`src/rtl/adder_pkg.sv`:
```
// Operation encodings for the pipelined adder/subtractor, shared with the bench.
package adder_pkg;
  localparam logic ADD = 1'b0;
  localparam logic SUB = 1'b1;
endpackage

```
`src/rtl/full_adder.sv`:
```
// One-bit full adder cell used to build the ripple slices.
module full_adder (
  input  logic a,
  input  logic b,
  input  logic ci,
  output logic s,
  output logic co
);
  assign s  = a ^ b ^ ci;
  assign co = (a & b) | (ci & (a ^ b));
endmodule

```
`src/rtl/pipelined_addsub_chunk.sv`:
```
// CHUNK-bit combinational ripple slice; c_msb is the carry into the slice MSB.
module add_chunk #(
  parameter int unsigned CHUNK = 8
) (
  input  logic [CHUNK-1:0] a,
  input  logic [CHUNK-1:0] b,
  input  logic             cin,
  output logic [CHUNK-1:0] sum,
  output logic             cout,
  output logic             c_msb
);
  logic [CHUNK:0] c;

  assign c[0] = cin;

  for (genvar i = 0; i < CHUNK; i++) begin : g_bit
    full_adder u_fa (
      .a  (a[i]),
      .b  (b[i]),
      .ci (c[i]),
      .s  (sum[i]),
      .co (c[i+1])
    );
  end

  assign cout  = c[CHUNK];
  assign c_msb = c[CHUNK-1];
endmodule

```
`src/rtl/pipelined_addsub.sv`:
```
// Pipelined two's-complement adder/subtractor: one CHUNK-bit ripple slice per stage,
// carry and unconsumed operand slices registered between stages, valid/ready on both sides.
module pipelined_addsub
  import adder_pkg::*;
#(
  parameter int unsigned WIDTH = 32,
  parameter int unsigned CHUNK = 8
) (
  input  logic             clk,
  input  logic             rst_n,
  input  logic             in_valid,
  output logic             in_ready,
  input  logic [WIDTH-1:0] a,
  input  logic [WIDTH-1:0] b,
  input  logic             subEn,
  output logic             out_valid,
  input  logic             out_ready,
  output logic [WIDTH-1:0] result,
  output logic             cout,
  output logic             overflow,
  output logic             zero
);
  localparam int unsigned STAGES = WIDTH / CHUNK;

  if (WIDTH % CHUNK != 0) begin : g_bad_chunk
    $error("pipelined_addsub: WIDTH must be a multiple of CHUNK");
  end

  logic adv;

  // Stage inputs: stage 0 reads the ports, stage k reads rank k-1 registers.
  logic [WIDTH-1:0] op_a [STAGES];
  logic [WIDTH-1:0] op_b [STAGES];
  logic [WIDTH-1:0] op_s [STAGES];
  logic             op_c [STAGES];
  logic             op_v [STAGES];

  logic [CHUNK-1:0] cs [STAGES];
  logic             co [STAGES];
  logic             cm [STAGES];
  logic [WIDTH-1:0] s_d [STAGES];

  logic [WIDTH-1:0] a_q [STAGES];
  logic [WIDTH-1:0] b_q [STAGES];
  logic [WIDTH-1:0] s_q [STAGES];
  logic             c_q [STAGES];
  logic             v_q [STAGES];
  logic             ovf_q;
  logic             zero_q;

  assign adv      = !v_q[STAGES-1] || out_ready;
  assign in_ready = adv;

  always_comb begin
    op_a[0] = a;
    op_b[0] = b ^ {WIDTH{subEn}};
    op_c[0] = (subEn == SUB);
    op_s[0] = '0;
    op_v[0] = in_valid;
    for (int unsigned k = 1; k < STAGES; k++) begin
      op_a[k] = a_q[k-1];
      op_b[k] = b_q[k-1];
      op_c[k] = c_q[k-1];
      op_s[k] = s_q[k-1];
      op_v[k] = v_q[k-1];
    end
  end

  for (genvar g = 0; g < STAGES; g++) begin : g_stage
    add_chunk #(.CHUNK(CHUNK)) u_chunk (
      .a     (op_a[g][g*CHUNK +: CHUNK]),
      .b     (op_b[g][g*CHUNK +: CHUNK]),
      .cin   (op_c[g]),
      .sum   (cs[g]),
      .cout  (co[g]),
      .c_msb (cm[g])
    );
  end

  // Each stage drops its finished slice into the de-skewed partial result.
  always_comb begin
    for (int unsigned k = 0; k < STAGES; k++) begin
      s_d[k] = op_s[k];
      s_d[k][k*CHUNK +: CHUNK] = cs[k];
    end
  end

  always_ff @(posedge clk or negedge rst_n) begin
    if (!rst_n) begin
      for (int unsigned k = 0; k < STAGES; k++) begin
        a_q[k] <= '0;
        b_q[k] <= '0;
        s_q[k] <= '0;
        c_q[k] <= 1'b0;
        v_q[k] <= 1'b0;
      end
      ovf_q  <= 1'b0;
      zero_q <= 1'b0;
    end else if (adv) begin
      for (int unsigned k = 0; k < STAGES; k++) begin
        a_q[k] <= op_a[k];
        b_q[k] <= op_b[k];
        s_q[k] <= s_d[k];
        c_q[k] <= co[k];
        v_q[k] <= op_v[k];
      end
      ovf_q  <= cm[STAGES-1] ^ co[STAGES-1];
      zero_q <= (s_d[STAGES-1] == '0);
    end
  end

  assign out_valid = v_q[STAGES-1];
  assign result    = s_q[STAGES-1];
  assign cout      = c_q[STAGES-1];
  assign overflow  = ovf_q;
  assign zero      = zero_q;
endmodule
```
`config.mk`:
```
export PLATFORM = sky130hd
export DESIGN_NAME = pipelined_addsub
export DESIGN_NICKNAME = d
export VERILOG_FILES = /design/src/rtl/adder_pkg.sv /design/src/rtl/full_adder.sv /design/src/rtl/pipelined_addsub_chunk.sv /design/src/rtl/pipelined_addsub.sv
export SDC_FILE = /design/constraint.sdc
export NUM_CORES = 1
export LEC_CHECK = 0
export CAP_MARGIN = 10
export CORE_ASPECT_RATIO = 1.25
export CORE_UTILIZATION = 30
export DETAILED_ROUTE_END_ITERATION = 8
export PLACE_DENSITY_LB_ADDON = 0.1
export SETUP_SLACK_MARGIN = 0.05
export SYNTH_ARGS = -nofsm -noshare
export SYNTH_HDL_FRONTEND = slang
export SYNTH_HIERARCHICAL = 1
export SYNTH_SLANG_ARGS = --single-unit
```
`constraint.sdc`:
```
create_clock -name clk -period 4.1 [get_ports clk]
set_clock_uncertainty 0.2 [all_clocks]
set_input_delay 1.23 -clock clk [delete_from_list [all_inputs] [get_ports clk]]
set_output_delay 1.23 -clock clk [all_outputs]
set_load 0.03 [all_outputs]
```
; Word-level counts from Yosys, hierarchy flattened
; Cells that the tools add are included.
[classes]
reduce_logical = 3
bitwise_logic = 162
[op_table]
columns = op, count
row1 = 1-bit XOR, 65
row2 = 1-bit AND, 64
row3 = 32-bit logical NOT, 1
row4 = 1-bit OR, 32
row5 = 32-bit XOR, 1
row6 = 1-bit logical NOT, 1
row7 = 1-bit logical OR, 1
[totals]
input_bits = 69
output_inout_bits = 37
regBits = 282

; Logic depth before layout (Yosys ltp)
[logic_depth]
ltp_word = 18
ltp_mapped = 13
mapped_depth_nobuf = 11

; By module
; The synthesis kept the hierarchy.
[by_module_without_submodules]
columns = mod, cells_per_inst, instances, area_each_um2
row1 = pipelined_addsub, 806, 1, 7402.1
row2 = full_adder, 1, 32, 20.0

; Worst setup path before layout
; OpenSTA, ideal clock, no wires.
[synth_path]
kind = in2reg
from = input port subEn
to = register s_q (netlist bit op_s[71])
n_path_buf = 2
setup_time_ns = 0.116
arrival_ns = 4.924
stages = 13
setup_slack_ns = -1.140
cell_sequence = buf_2 -> buf_4 -> xor2_1 -> fa_1 -> fa_1 -> fa_1 -> fa_1 -> fa_1 -> fa_1 -> fa_1 -> fa_1 -> nand2_1 -> nand2_1
[synth_rtl]
columns = item, line
row1 = start: declaration, pipelined_addsub.sv:15  ; input logic subEn,
row2 = end signal: indexed assignment, pipelined_addsub.sv:103  ; s_q[k] <= s_d[k];
row3 = end: declaration, pipelined_addsub.sv:45  ; logic [WIDTH-1:0] s_q [STAGES];

==> flow_summary.yaml <==
drt:
  wl_per_cell_um: 13.4
  drt_iter0_drc: 359
  via_count: 5374
  drt_pass1_iterations: 4
  post-route-drc-count: 0
  via_per_inst: 4.20
  antenna_left: 0
  wl_mm: 17.1
final_layout:
  final_area_sq_mm: 0.00995
  fin_nets: 1027
  antennaDiodeCount: 0
  area_delta_synth_final_pct: 23.8
  final_cell_mix: "nand2_1, dfrtp_1, clkdlybuf4s50_1"
  final_util_pct: 38.0
  layout_commonest_cell: "nand2_1"
  fillers: 2718
  drive_gt1_share_pct: 7.99
worst_setup_path:
  arrival_ps: 4590
  crit_fanout: 3
  cpMostUsedCell: "fa_2"
  path_cells: "buf_8, xor2_2, fa_2, fa_2, fa_2, fa_2, fa_2, fa_2, fa_2, fa_2, nand2_1, nand2_1"
  worstPathRequired_ps: 4260
  cpMaxStageDelayCell: "fa_2"
  cp_slowest_stage_delay_ps: 520
  worstSetupPathType: "primary input to register"
  start_kind: "primary input"
  r2r_setup_slack_ps: -110
  crit_path_end_kind: "register"
clocking:
  post_cts_buffers: 0
  clockRootBuffer: "clkbuf_16"
  clock_path_buffers: 2
  clock_latency_ps: 430
  cts_buffers: 17
  cts_num_sinks: 186
  htree_levels: 4
  clkTransAtPathRegs_ps: 60
  cts_tree: "done"
logic_synthesis:
  syn_nets: 939
  ys_ff_latch: 186
  ys_types: 19
  syn_avg_cell_area_sq_um: 9.60
  ys_seq_area_share_pct: 57.9
  ys_warn_count: 6
  postSynthCellCount: 838
  synth_area_sq_mm: 0.00804
place:
  gp_congestion: 0.726
  dpl.hpwl_mm: 11.0
  dpl_cell_area_sq_mm: 0.00931
  io_buffers: 105
pwr:
  swShare_pct: 37.7
  power_frac_clock_pct: 21.5
  static-leakage-power_nw: 4.80
  worst_ir_drop_vdd_v: 0.000355
  pwr_density_cell_mw_per_mm2: 775
  p_seq_share_pct: 41.5
  internal-power_mw: 4.80
  p_comb_share_pct: 37.0
  power_mw: 7.71
  power_switching_mw: 2.91
global_route:
  track_usage_pct: 13.6
  first_global_vias: 5498
  antenna_found_initial: 0
  grt_max_degree: 212
  overflow: 0
  grt_pass1_wl_mm: 29.1
status:
  status: "finished with violations"
  violations: "setup timing"
sta:
  relSlewSlack_pct: 36.5
  hold_viol_final: 0
  worst_slack_ps: -332
  fmax_mhz: 226
  setup_viol: 3
  worstMarginPinSlew_ps: 952
  rsz0062_at_grt: "true"
  slew_violations: 0
  fin_crit_sh_pct: 108
  period_needed_ps: 4430
die:
  core_area_sq_mm: 0.0262
  dieWidth_um: 148
  dieHeight_um: 185
  die_area_sq_mm: 0.0275
  io_pins: 106
  rows: 66
  initial_utilization_pct: 30.7
run:
  cap_violations: 0
min_path:
  hold_path.class: "register to register"
-- cell usage after synthesis (all sizes together) --
cell,count,area share [%]
nand2b,1,0.078
clkbuf,4,0.28
inv,1,0.078
nand2,503,23
nor2b,1,0.17
buf,41,4.1
xor2,8,0.87
nor4,8,0.62
o31ai,1,0.093
nand4,2,0.16
o21ai,25,1.6
dfrtp,186,58
xnor2,25,2.7
fa,32,8.0
-- metrics by stage --
step,hold WS (ps),setup WS (ps),cells,setup TNS (ps)
2_1_floorplan,230,-782,838,-1950
3_3_place_gp,241,-1060,1247,-3170
3_5_place_dp,248,-1080,1247,-3360
4_1_cts,271,-318,1279,-699
5_1_grt,290,-414,1279,-966
6_report,265,-332,1279,-607
-- power by group through the flow --
stage	sequential, mW	clock [mW]	combinational, mW
2_1_floorplan	3.42	0	1.65
3_3_place_gp	3.23	0	2.84
3_5_place_dp	3.25	0	2.87
4_1_cts	3.22	1.72	2.88
5_1_grt	3.32	1.79	3.29
6_report	3.20	1.66	2.85
-- worst max-delay path: cells and delay by family --
kind          cells  cell delay, ps
fa+ha+maj         8            2950
simple gates      2             140
xor+xnor          1             170
buf+inv           1             100
-- flip-flops by register name, indices dropped and copies added, names as in the netlist --
name,cells
zero,1
cout,1
op_v,3
out_valid,1
result,32
op_s,48
b_q,48
c_q,3
overflow,1
a_q,48
-- final cells by class --
| cell class | instances | area, sq um | area share, % |
|---|---|---|---|
| sequential | 186 | 4650 | 46.8 |
| multi-input combinational | 606 | 3120 | 31.3 |
| inverter | 1 | 6.26 | 0.0629 |
| clock inverter | 10 | 114 | 1.14 |
| timing repair buffer | 114 | 1150 | 11.6 |
| clock buffer | 22 | 484 | 4.86 |
| tap | 340 | 425 | 4.27 |
-- per-layer routing --
metal  up-vias  wire length, um  global-route usage, %
met4         0              216                   4.70
met5         -                0                      0
met3        16              497                   2.81
met1      2545             8810                   19.6
li1       2736                -                      -
met2        77             7630                   20.3
-- repair_timing --
action / CTS / global route
cloned: 0 / 0
hold buffers: 0 / 0
pin swaps: 2 / 3
setup endpoints to repair: 7 / 10
resized for setup: 10 / 12
-- path summary, 6_finish.rpt --
kind | from | endpoint | depth (start not counted)
worst min register to register | op_s[66]$_DFFE_PN0P_ | op_s[66]$_DFFE_PN0P_ | 2
max in group asynchronous | rst_n | op_s[35]$_DFFE_PN0P_ | 2
min in group asynchronous | rst_n | a_q[107]$_DFFE_PN0P_ | 1
worst max-delay path | subEn | op_s[71]$_DFFE_PN0P_ | 12
worst max register to register | a_q[56]$_DFFE_PN0P_ | zero$_DFFE_PN0P_ | 11
worst min-delay path | op_s[66]$_DFFE_PN0P_ | op_s[66]$_DFFE_PN0P_ | 2
-- cells by family (layout without fill, tap and decap cells) --
group / after synthesis / after routing / synth area share [%]
simple gates: 515 / 515 / 24.5
flops: 186 / 186 / 57.9
buf+inv: 46 / 147 / 4.42
xor+xnor: 33 / 33 / 3.59
fa+ha+maj: 32 / 32 / 7.97
compound gates: 26 / 26 / 1.65
(Power assumes the default switching activity.)
